$ cat src/rtl/imem_dmem_arbiter_pkg.sv
// Shared types for the instruction/data memory arbiter.
//  word_t      : 32-bit RAM word
//  ramstate_t  : RAM model handshake state (FREE/BUSY/ACCESS/ERROR)
//  arb_state_t : arbiter FSM state, exported so benches can name it
//  ram_req_t   : one RAM request beat (enables, address, write data)
package imem_dmem_arbiter_pkg;

    localparam int unsigned WORD_W                = 32;
    localparam int unsigned STARVE_MAX_DEFAULT    = 4;
    localparam int unsigned ERR_RETRY_MAX_DEFAULT = 3;

    typedef logic [WORD_W-1:0] word_t;

    typedef enum logic [1:0] {
        FREE   = 2'd0,
        BUSY   = 2'd1,
        ACCESS = 2'd2,
        ERROR  = 2'd3
    } ramstate_t;

    typedef enum logic [1:0] {
        IDLE   = 2'd0,
        DACC   = 2'd1,
        IACC   = 2'd2,
        ERRGAP = 2'd3
    } arb_state_t;

    typedef struct packed {
        logic  ren;
        logic  wen;
        word_t addr;
        word_t store;
    } ram_req_t;

endpackage

$ cat src/rtl/imem_dmem_arbiter_if.sv
// Bus bundle between pipeline datapath, arbiter and RAM.
//  Fetch port : iREN, iaddr -> ; <- iwait, iload
//  Data port  : dREN, dWEN, daddr, dstore -> ; <- dwait, dload
//  RAM port   : ramREN, ramWEN, ramaddr, ramstore -> ; <- ramload, ramstate
//  slave  : arbiter view (answers fetch/data requests, drives the RAM)
//  master : environment view (datapath + RAM model)
interface imem_dmem_arbiter_if;
    import imem_dmem_arbiter_pkg::*;

    logic      iREN;
    word_t     iaddr;
    logic      iwait;
    word_t     iload;

    logic      dREN;
    logic      dWEN;
    word_t     daddr;
    word_t     dstore;
    logic      dwait;
    word_t     dload;

    logic      ramREN;
    logic      ramWEN;
    word_t     ramaddr;
    word_t     ramstore;
    word_t     ramload;
    ramstate_t ramstate;

    modport slave (
        input  iREN, iaddr, dREN, dWEN, daddr, dstore, ramload, ramstate,
        output iwait, iload, dwait, dload, ramREN, ramWEN, ramaddr, ramstore
    );

    modport master (
        output iREN, iaddr, dREN, dWEN, daddr, dstore, ramload, ramstate,
        input  iwait, iload, dwait, dload, ramREN, ramWEN, ramaddr, ramstore
    );

endinterface

$ cat src/rtl/imem_dmem_arbiter.sv
// Arbitrates the single-ported RAM between the fetch port and the data port.
// One RAM transaction at a time; data has priority unless fetch has been
// passed over STARVE_MAX times in a row. RAM ERROR responses are retried after
// a one-cycle gap; after ERR_RETRY_MAX errors the access is released with zero
// data and mem_err is set (sticky until reset).
//  CLK, nRST : clock, asynchronous active-low reset
//  bus       : fetch, data and RAM signals (slave modport)
//  mem_err   : registered sticky error flag
module imem_dmem_arbiter
    import imem_dmem_arbiter_pkg::*;
#(
    parameter int unsigned STARVE_MAX    = STARVE_MAX_DEFAULT,
    parameter int unsigned ERR_RETRY_MAX = ERR_RETRY_MAX_DEFAULT
) (
    input  logic               CLK,
    input  logic               nRST,
    imem_dmem_arbiter_if.slave bus,
    output logic               mem_err
);

    localparam int unsigned STARVE_W = $clog2(STARVE_MAX + 1);
    localparam int unsigned RETRY_W  = $clog2(ERR_RETRY_MAX + 1);

    arb_state_t          state_q, state_d;
    logic                gap_data_q, gap_data_d;
    logic [STARVE_W-1:0] starve_q, starve_d;
    logic [RETRY_W-1:0]  retry_q, retry_d, retry_inc;
    logic                mem_err_d;

    logic     dreq;
    logic     force_i;
    logic     pick_d;
    logic     grant_d, grant_i;
    logic     act_d, act_i;
    logic     done_d, done_i;
    logic     err_last;
    ram_req_t ram_req;

    assign dreq    = bus.dREN | bus.dWEN;
    assign force_i = bus.iREN && (starve_q == STARVE_W'(STARVE_MAX));
    assign pick_d  = dreq && !force_i;

    // Grant is combinational in IDLE so the RAM sees the request in the same
    // cycle; it is held in DACC/IACC and absent in ERRGAP and during reset.
    assign grant_d = nRST && ((state_q == IDLE && pick_d) || state_q == DACC);
    assign grant_i = nRST && ((state_q == IDLE && !pick_d && bus.iREN) || state_q == IACC);

    // A grant whose request has dropped is a flush: nothing is driven.
    assign act_d = grant_d && dreq;
    assign act_i = grant_i && bus.iREN;

    // RAM request mux; a simultaneous dREN/dWEN is treated as a write.
    always_comb begin
        ram_req = '0;
        if (act_d) begin
            ram_req.ren   = bus.dREN && !bus.dWEN;
            ram_req.wen   = bus.dWEN;
            ram_req.addr  = bus.daddr;
            ram_req.store = bus.dstore;
        end else if (act_i) begin
            ram_req.ren  = 1'b1;
            ram_req.addr = bus.iaddr;
        end
    end

    assign bus.ramREN   = ram_req.ren;
    assign bus.ramWEN   = ram_req.wen;
    assign bus.ramaddr  = ram_req.addr;
    assign bus.ramstore = ram_req.store;

    // Next-state, retry/starvation bookkeeping and completion strobes.
    always_comb begin
        state_d    = state_q;
        gap_data_d = gap_data_q;
        starve_d   = starve_q;
        retry_d    = retry_q;
        mem_err_d  = mem_err;
        done_d     = 1'b0;
        done_i     = 1'b0;
        err_last   = 1'b0;
        retry_inc  = retry_q + RETRY_W'(1);

        if (state_q == ERRGAP) begin
            state_d = gap_data_q ? DACC : IACC;
        end else if (grant_d || grant_i) begin
            if (!(act_d || act_i)) begin
                state_d = IDLE;
                retry_d = '0;
            end else if (bus.ramstate == ACCESS) begin
                done_d  = act_d;
                done_i  = act_i;
                state_d = IDLE;
                retry_d = '0;
            end else if (bus.ramstate == ERROR) begin
                if (retry_inc == RETRY_W'(ERR_RETRY_MAX)) begin
                    // Out of retries: release the port with zero data.
                    done_d    = act_d;
                    done_i    = act_i;
                    err_last  = 1'b1;
                    mem_err_d = 1'b1;
                    state_d   = IDLE;
                    retry_d   = '0;
                end else begin
                    retry_d    = retry_inc;
                    gap_data_d = act_d;
                    state_d    = ERRGAP;
                end
            end else begin
                state_d = act_d ? DACC : IACC;
            end
        end

        // Count data completions that overtook a waiting fetch.
        if (!bus.iREN || done_i) begin
            starve_d = '0;
        end else if (done_d && starve_q != STARVE_W'(STARVE_MAX)) begin
            starve_d = starve_q + STARVE_W'(1);
        end
    end

    assign bus.iwait = bus.iREN && !done_i;
    assign bus.dwait = dreq && !done_d;
    assign bus.iload = (done_i && !err_last) ? bus.ramload : '0;
    assign bus.dload = (done_d && !err_last) ? bus.ramload : '0;

    // State registers.
    always_ff @(posedge CLK or negedge nRST) begin
        if (!nRST) begin
            state_q    <= IDLE;
            gap_data_q <= 1'b0;
            starve_q   <= '0;
            retry_q    <= '0;
            mem_err    <= 1'b0;
        end else begin
            state_q    <= state_d;
            gap_data_q <= gap_data_d;
            starve_q   <= starve_d;
            retry_q    <= retry_d;
            mem_err    <= mem_err_d;
        end
    end

endmodule

$ cat src/flat_wrapper.sv
// flat-port wrapper written by rule: the top's interface ports become plain ports
module imem_dmem_arbiter_flat import imem_dmem_arbiter_pkg::*;
#(
    parameter int unsigned STARVE_MAX    = STARVE_MAX_DEFAULT,
    parameter int unsigned ERR_RETRY_MAX = ERR_RETRY_MAX_DEFAULT
)
  (CLK, nRST, mem_err, bus_iREN, bus_iaddr, bus_dREN, bus_dWEN, bus_daddr, bus_dstore, bus_ramload, bus_ramstate, bus_iwait, bus_iload, bus_dwait, bus_dload, bus_ramREN, bus_ramWEN, bus_ramaddr, bus_ramstore);
  imem_dmem_arbiter_if bus_i ();
  input  logic CLK;
  input  logic nRST;
  output logic mem_err;
  input wire logic [$bits(bus_i.iREN)-1:0] bus_iREN;
  input wire logic [$bits(bus_i.iaddr)-1:0] bus_iaddr;
  input wire logic [$bits(bus_i.dREN)-1:0] bus_dREN;
  input wire logic [$bits(bus_i.dWEN)-1:0] bus_dWEN;
  input wire logic [$bits(bus_i.daddr)-1:0] bus_daddr;
  input wire logic [$bits(bus_i.dstore)-1:0] bus_dstore;
  input wire logic [$bits(bus_i.ramload)-1:0] bus_ramload;
  input wire logic [$bits(bus_i.ramstate)-1:0] bus_ramstate;
  output wire logic [$bits(bus_i.iwait)-1:0] bus_iwait;
  output wire logic [$bits(bus_i.iload)-1:0] bus_iload;
  output wire logic [$bits(bus_i.dwait)-1:0] bus_dwait;
  output wire logic [$bits(bus_i.dload)-1:0] bus_dload;
  output wire logic [$bits(bus_i.ramREN)-1:0] bus_ramREN;
  output wire logic [$bits(bus_i.ramWEN)-1:0] bus_ramWEN;
  output wire logic [$bits(bus_i.ramaddr)-1:0] bus_ramaddr;
  output wire logic [$bits(bus_i.ramstore)-1:0] bus_ramstore;
  assign bus_i.iREN = bus_iREN;
  assign bus_i.iaddr = bus_iaddr;
  assign bus_i.dREN = bus_dREN;
  assign bus_i.dWEN = bus_dWEN;
  assign bus_i.daddr = bus_daddr;
  assign bus_i.dstore = bus_dstore;
  assign bus_i.ramload = bus_ramload;
  assign bus_i.ramstate = bus_ramstate;
  assign bus_iwait = bus_i.iwait;
  assign bus_iload = bus_i.iload;
  assign bus_dwait = bus_i.dwait;
  assign bus_dload = bus_i.dload;
  assign bus_ramREN = bus_i.ramREN;
  assign bus_ramWEN = bus_i.ramWEN;
  assign bus_ramaddr = bus_i.ramaddr;
  assign bus_ramstore = bus_i.ramstore;
  imem_dmem_arbiter #(.STARVE_MAX(STARVE_MAX), .ERR_RETRY_MAX(ERR_RETRY_MAX)) u_core (.CLK(CLK), .nRST(nRST), .bus(bus_i), .mem_err(mem_err));
endmodule
$ cat config.mk
export PLATFORM = sky130hd
export DESIGN_NAME = imem_dmem_arbiter_flat
export DESIGN_NICKNAME = d
export VERILOG_FILES = /design/src/rtl/imem_dmem_arbiter_pkg.sv /design/src/rtl/imem_dmem_arbiter_if.sv /design/src/rtl/imem_dmem_arbiter.sv /design/src/flat_wrapper.sv
export SDC_FILE = /design/constraint.sdc
export NUM_CORES = 1
export LEC_CHECK = 0
export CAP_MARGIN = 15
export CORE_AREA = 2 2 105 107
export DETAILED_ROUTE_END_ITERATION = 10
export DIE_AREA = 0 0 107 109
export PLACE_DENSITY = 0.73
export SYNTH_ARGS = -nofsm -noshare
export SYNTH_HDL_FRONTEND = slang
export SYNTH_SLANG_ARGS = --single-unit
$ cat constraint.sdc
create_clock -name CLK -period 2.3 [get_ports CLK]
set_input_delay 0.46 -clock CLK [delete_from_list [all_inputs] [get_ports CLK]]
set_output_delay 0.46 -clock CLK [all_outputs]
set_load 0.1 [all_outputs]
==> results of run 1 <==
-- per-layer routing --
metal / global-route usage / vias up / wire (um)
met5: 0 / - / 0
met4: 0.0547 / 0 / 180
met3: 0.0705 / 13 / 1290
met2: 0.451 / 189 / 8060
met1: 0.231 / 1457 / 4590
li1: - / 1383 / -
-- logic make-up after synthesis --
| group | Yosys count | synth area share |
|---|---|---|
| and+or+nand+nor | 124 | 0.468 |
| AOI/OAI and AO/OA | 58 | 0.315 |
| buffers and inverters | 22 | 0.0608 |
| DFF | 9 | 0.135 |
| adders and majority gates | 2 | 0.0150 |
| muxes | 1 | 0.00600 |
-- power by group --
group | switching, mW | internal, mW
logic | 1.86 | 1.36
registers | 0.0423 | 0.192
clock network | 0.0800 | 0.122
total | 1.98 | 1.67
-- registers in the layout, indices dropped and copies added (netlist names) --
signal,count
u_core.retry_q,2
u_core.starve_q,3
u_core.state_q,2
u_core.mem_err,1
u_core.gap_data_q,1
-- synthesized netlist by cell type, drive strengths merged --
master	n
buf	7
and2	97
o31ai	2
clkbuf	10
and2b	2
a21boi	1
a21o	3
inv	5
nand3	5
ha	2
o21ai	6
a22o	35
nand2	1
nor4	1
nor2b	1
o21bai	1
a221o	1
nor2	6
a311oi	1
a21bo	1
a21oi	3
mux2i	1
nand2b	3
a2111oi	2
nand4b	2
or2b	1
or2	1
a32o	1
and3	3
dfrtp	9
or3	1
a31o	1
-- cell type report --
class,instances,area [sq um],share of cell area
multi-input cells,186,1950,0.275
repair buffers,319,4660,0.659
clock buffers,4,45.0,0.00637
flip-flops and latches,9,225,0.0318
inverters,5,18.8,0.00265
well taps,140,175,0.0248
-- worst max path at each step --
stage | start | endpoint | slack (ns) | cells after the start
2_1_floorplan | u_core.starve_q[0] | bus_ramREN | -0.39 | 5
3_3_place_gp | nRST | bus_dload[31] | -0.34 | 7
3_5_place_dp | bus_dWEN | bus_dload[31] | -0.38 | 7
4_1_cts | u_core.starve_q[1] | bus_dload[7] | -0.39 | 10
5_1_grt | u_core.starve_q[1] | bus_dload[20] | -0.35 | 10
6_report | u_core.state_q[0] | bus_iload[17] | -0.28 | 8
-- critical path, cell delays in order, from the launching register on --
cell	delay (ns)
dfrtp_1	0.45
buf_4	0.20
nand2b_1	0.23
nor4_4	0.26
buf_6	0.18
buf_12	0.12
buf_16	0.12
and2_4	0.15
buf_12	0.17
-- through the flow --
step / setup slack [ns] / util / hold slack, ns / area [sq um] / cells
after floorplan: -0.391 / - / 0.164 / 1870 / 216
after global placement: -0.344 / 0.582 / 0.472 / 6170 / 628
after detailed placement: -0.384 / 0.582 / 0.466 / 6170 / 628
after CTS: -0.391 / 0.668 / 0.293 / 7080 / 660
after global routing: -0.345 / 0.667 / 0.329 / 7070 / 663
final: -0.278 / 0.667 / 0.302 / 7070 / 663
-- timing repair --
action / 4_1_cts / 5_1_grt
buffers inserted: 17 / 8
gates resized for setup: 109 / 35
hold buffers: 0 / 0
cloned: 12 / 3
setup endpoints to repair: 131 / 131
pin swaps: 64 / 36
==> flow_summary.yaml, run 1 <==
run_status:
  status: "finished with violations"
  violations: "setup timing"
worst_setup_path:
  rr_startpoint: "u_core.starve_q[1]"
  rr_worst_depth: 10
  regToRegEndpoint: "u_core.state_q[1]"
  crit_type: "flop to primary output"
  cp.required_ns: 1.84
  ff2ff_setup_slack_ns: 0.37
  arrival_ns: 2.12
  start_kind: "flop"
  worstSetupEndpointType: "primary output"
  critical_path.max_fanout: 8
synthesis:
  syn-num-nets: 353
  synth_cell_types: 39
  ys_seq_elements: 9
  synth_area_sq_um: 1670
  yosysWarnings: 0
  synth.area.top_cells: "and2_1 (36%), a22o_1 (18%), dfrtp_1 (14%), a2111oi_4 (3.3%), buf_2 (1.8%)"
  synth_top_area_share: 0.364
  synth-seq-area-share: 0.135
  synth_cells: 216
  synth_top_cell_by_area: "and2_1"
  syn_area_per_cell_sq_um: 7.72
placement:
  io_buffers: 267
  globalplace.congestion: 0.880
  dp_hpwl_um: 9380
timing:
  fin_ws_ns: -0.278
  grt_setup_unrepaired: "true"
  fmax_ghz: 0.388
  skew_ns: 0.000845
  setup_viol: 128
  worstMarginPinSlew_ns: 0.415
  fin_crit_sh: 1.12
  hold_viol_final: 0
  setup-tns-final_ns: -23.85
  fin_crit_ns: 2.58
  max_slew_margin: 0.722
  maxSlewViolCount: 0
cells_and_area:
  layout_commonest_cell: "buf_12"
  fill_cells: 726
  drive_gt1_frac: 0.660
  area_growth_pct: 324
  nets: 661
  antenna_cells: 0
  layout_common_cells: "buf_12 (141), clkdlybuf4s50_1 (128), and2_4 (97), a22o_4 (32), buf_4 (29)"
clocking:
  cts_tree: "done"
  cts_root_buffer: "clkbuf_8"
  clock_insertion_delay_worst_skew_ns: 0.25
  numCtsBuffers: 3
  clock_path_buffers: 2
  clock-sinks: 9
  cts_max_level: 1
  cts.clk_slew.worst_paths_ns: 0.05
detailed_routing:
  finalWirelength_um: 14100
  num_vias: 3042
  routedWlPerCell_um: 21.3
  first_pass_iters: 6
  drc: 0
  postRouteAntennaNets: 0
  viasPerCell: 4.59
  detail_route.iter0.violations: 130
floorplanning:
  start_util: 0.157
  die-width_um: 107
  rows: 38
  fp.dieArea_sq_um: 11700
  io_pins: 268
  core_sq_um: 10600
  die_h_um: 109
grt:
  grt_pass1_vias: 3458
  overflow: 0
  grt_pass1_wl_um: 20200
  grt_max_degree: 24
  grt_use_total: 0.228
  antenna_found_initial: 0
pwr:
  irDropWorstVdd_uv: 291
  p_total_mw: 3.65
  p_leak_nw: 3.02
  pwr_density_cell_nw_per_um2: 516
flow_run:
  drv_cap: 0
min_path:
  hp-class: "primary input to asynchronous set/reset pin"
No activity file was read; power rests on OpenSTA's default activity.
==> run 2: changes to the inputs <==
==> constraint.sdc (replaced) <==
create_clock -name CLK -period 2.93 [get_ports CLK]
set_input_delay 0.586 -clock CLK [delete_from_list [all_inputs] [get_ports CLK]]
set_output_delay 0.586 -clock CLK [all_outputs]
set_load 0.1 [all_outputs]
==> flow_summary.yaml, run 2 (synthesis results as in run 1) <==
cells_and_area:
  layout_common_cells: "buf_12 (136), clkdlybuf4s50_1 (130), and2_1 (65), a22o_1 (35), and2_4 (32)"
  nets: 624
  layout_commonest_cell: "buf_12"
  top_register: "u_core.starve_q"
  largest_reg_flops: 3
  reg_top3: "u_core.starve_q x3, u_core.retry_q x2, u_core.state_q x2"
  seq_area_sq_um: 225
  area_growth_pct: 267
  drive_gt1_frac: 0.420
  multi_input_area_sq_um: 1440
  antenna_cells: 0
  fill_cells: 847
placement:
  globalplace.congestion: 0.835
  dp_hpwl_um: 9670
  io_buffers: 267
pwr:
  p_total_mw: 2.51
  p_switching_mw: 1.43
  irDropWorstVdd_uv: 262
  p_int_mw: 1.08
  combinationalPowerShare: 0.863
  pwr_density_cell_nw_per_um2: 410
  p_clk_frac: 0.059
  seq_power_share: 0.078
  swShare: 0.571
  p_leak_nw: 2.53
clocking:
  hold_buffers: 0
  cts_tree: "done"
  clock-sinks: 9
  cts.clk_slew.worst_paths_ns: 0.05
  clock_insertion_delay_worst_skew_ns: 0.24
  cts_max_level: 1
  clock_path_buffers: 2
  cts_root_buffer: "clkbuf_8"
  numCtsBuffers: 3
timing:
  fmax_ghz: 0.348
  setup_viol: 0
  fin_hold_ws_ns: 0.325
  maxSlewViolCount: 0
  hold_viol_final: 0
  fin_crit_ns: 2.87
  fin_crit_sh: 0.981
  max_slew_margin: 0.666
  worstMarginPinSlew_ns: 0.501
  skew_ns: 0.00354
min_path:
  hp-class: "primary input to asynchronous set/reset pin"
worst_setup_path:
  crit_type: "primary input to primary output"
  crit_path_start: "bus_ramstate[1]"
  critical_path.max_fanout: 5
  rr_worst_depth: 8
  cp.required_ns: 2.34
  worstSetupEndpointType: "primary output"
  arrival_ns: 2.29
  rr_startpoint: "u_core.starve_q[0]"
  start_kind: "primary input"
detailed_routing:
  drc: 0
  num_vias: 2779
  detail_route.iter0.violations: 185
  first_pass_iters: 4
  postRouteAntennaNets: 0
  finalWirelength_um: 11800
  routedWlPerCell_um: 18.8
  viasPerCell: 4.44
grt:
  grt_use_total: 0.172
  grt_pass1_vias: 2893
  grt_pass1_wl_um: 15700
  grt_max_degree: 66
  overflow: 0
  antenna_found_initial: 0
floorplanning:
  core_sq_um: 10600
  die-width_um: 107
  fp.dieArea_sq_um: 11700
  rows: 38
  die_h_um: 109
  start_util: 0.157
  io_pins: 268
run_status:
  status: "completed"
flow_run:
  drv_cap: 0
## run 2: changes by cell type in the layout (fill, tap and decap cells not counted), moves of 6 or more
cell,before,now
a22o_1,3,35
dlygate4sd2_1,6,0
and2_1,0,65
buf_4,29,9
and2_4,97,32
a22o_4,32,0
## run 2: worst max-delay path: stages
cell and delay [ns]:
clkdlybuf4s50_1 0.55, a21bo_4 0.26, a21o_2 0.20, o31ai_1 0.35
inv_1 0.14, buf_12 0.19
## run 2: layout make-up
type	count	share of cell area
inverter	5	0.00307
sequential	9	0.0368
tap	140	0.0286
multi-input combinational	185	0.235
clock buffer	4	0.00736
timing repair buffer	283	0.689
## run 2: what timing repair did
action | 4_1_cts | 5_1_grt
pin swaps | 0 | 2
resized for setup | 1 | 40
gates cloned | 0 | 3
setup endpoints to repair | 32 | 55
buffers inserted | 0 | 4
## run 2: layer usage
layer | up-vias | routed length (um) | track usage
met2 | 174 | 6430 | 0.331
met1 | 1296 | 3850 | 0.175
met4 | 0 | 175 | 0.0343
met3 | 14 | 1290 | 0.0675
li1 | 1295 | - | -
met5 | - | 0 | 0
## run 2: power by group through the flow
stage               sequential (mW)  clock (mW)  combinational (mW)
floorplan                     0.204           0                1.24
global placement              0.190           0                2.11
detailed placement            0.194           0                2.13
CTS                           0.193       0.151                2.14
global route                  0.200       0.155                2.22
finish                        0.195       0.149                2.17
## run 2: metrics by stage
| stage | setup TNS [ns] | setup WS (ns) | utilization | area, sq um | cells |
|---|---|---|---|---|---|
| detailed placement | -0.0424 | -0.0149 | 0.554 | 5880 | 615 |
| global route | -0.000544 | -0.000544 | 0.577 | 6120 | 626 |
| floorplan | 0 | 0.104 | - | 1670 | 216 |
| global placement | 0 | 0.0573 | 0.554 | 5880 | 615 |
| CTS | 0 | 0.0323 | 0.559 | 5920 | 619 |
| finish | 0 | 0.0562 | 0.577 | 6120 | 626 |
## run 2: path summary, 6_finish.rpt
kind	endpoint	slack (ns)
setup reg to reg	u_core.state_q[1]	1.05
max in group asynchronous	u_core.state_q[0]	2.44
hold / removal	u_core.gap_data_q	0.33
hold reg to reg	u_core.mem_err	0.49
setup / recovery	bus_iwait	0.06
min in group CLK	u_core.mem_err	0.49
==> run 3: changes to the inputs <==
--- a/config.mk
+++ b/config.mk
@@ -7,9 +7,11 @@
 export LEC_CHECK = 0
 export CAP_MARGIN = 15
 export CORE_AREA = 2 2 105 107
+export CTS_CLUSTER_DIAMETER = 200
 export DETAILED_ROUTE_END_ITERATION = 10
 export DIE_AREA = 0 0 107 109
 export PLACE_DENSITY = 0.73
+export SKIP_LAST_GASP = 1
 export SYNTH_ARGS = -nofsm -noshare
 export SYNTH_HDL_FRONTEND = slang
 export SYNTH_SLANG_ARGS = --single-unit
==> results of run 3 <==
No change in the layout: final DEF, timing and power equal those of run 2.
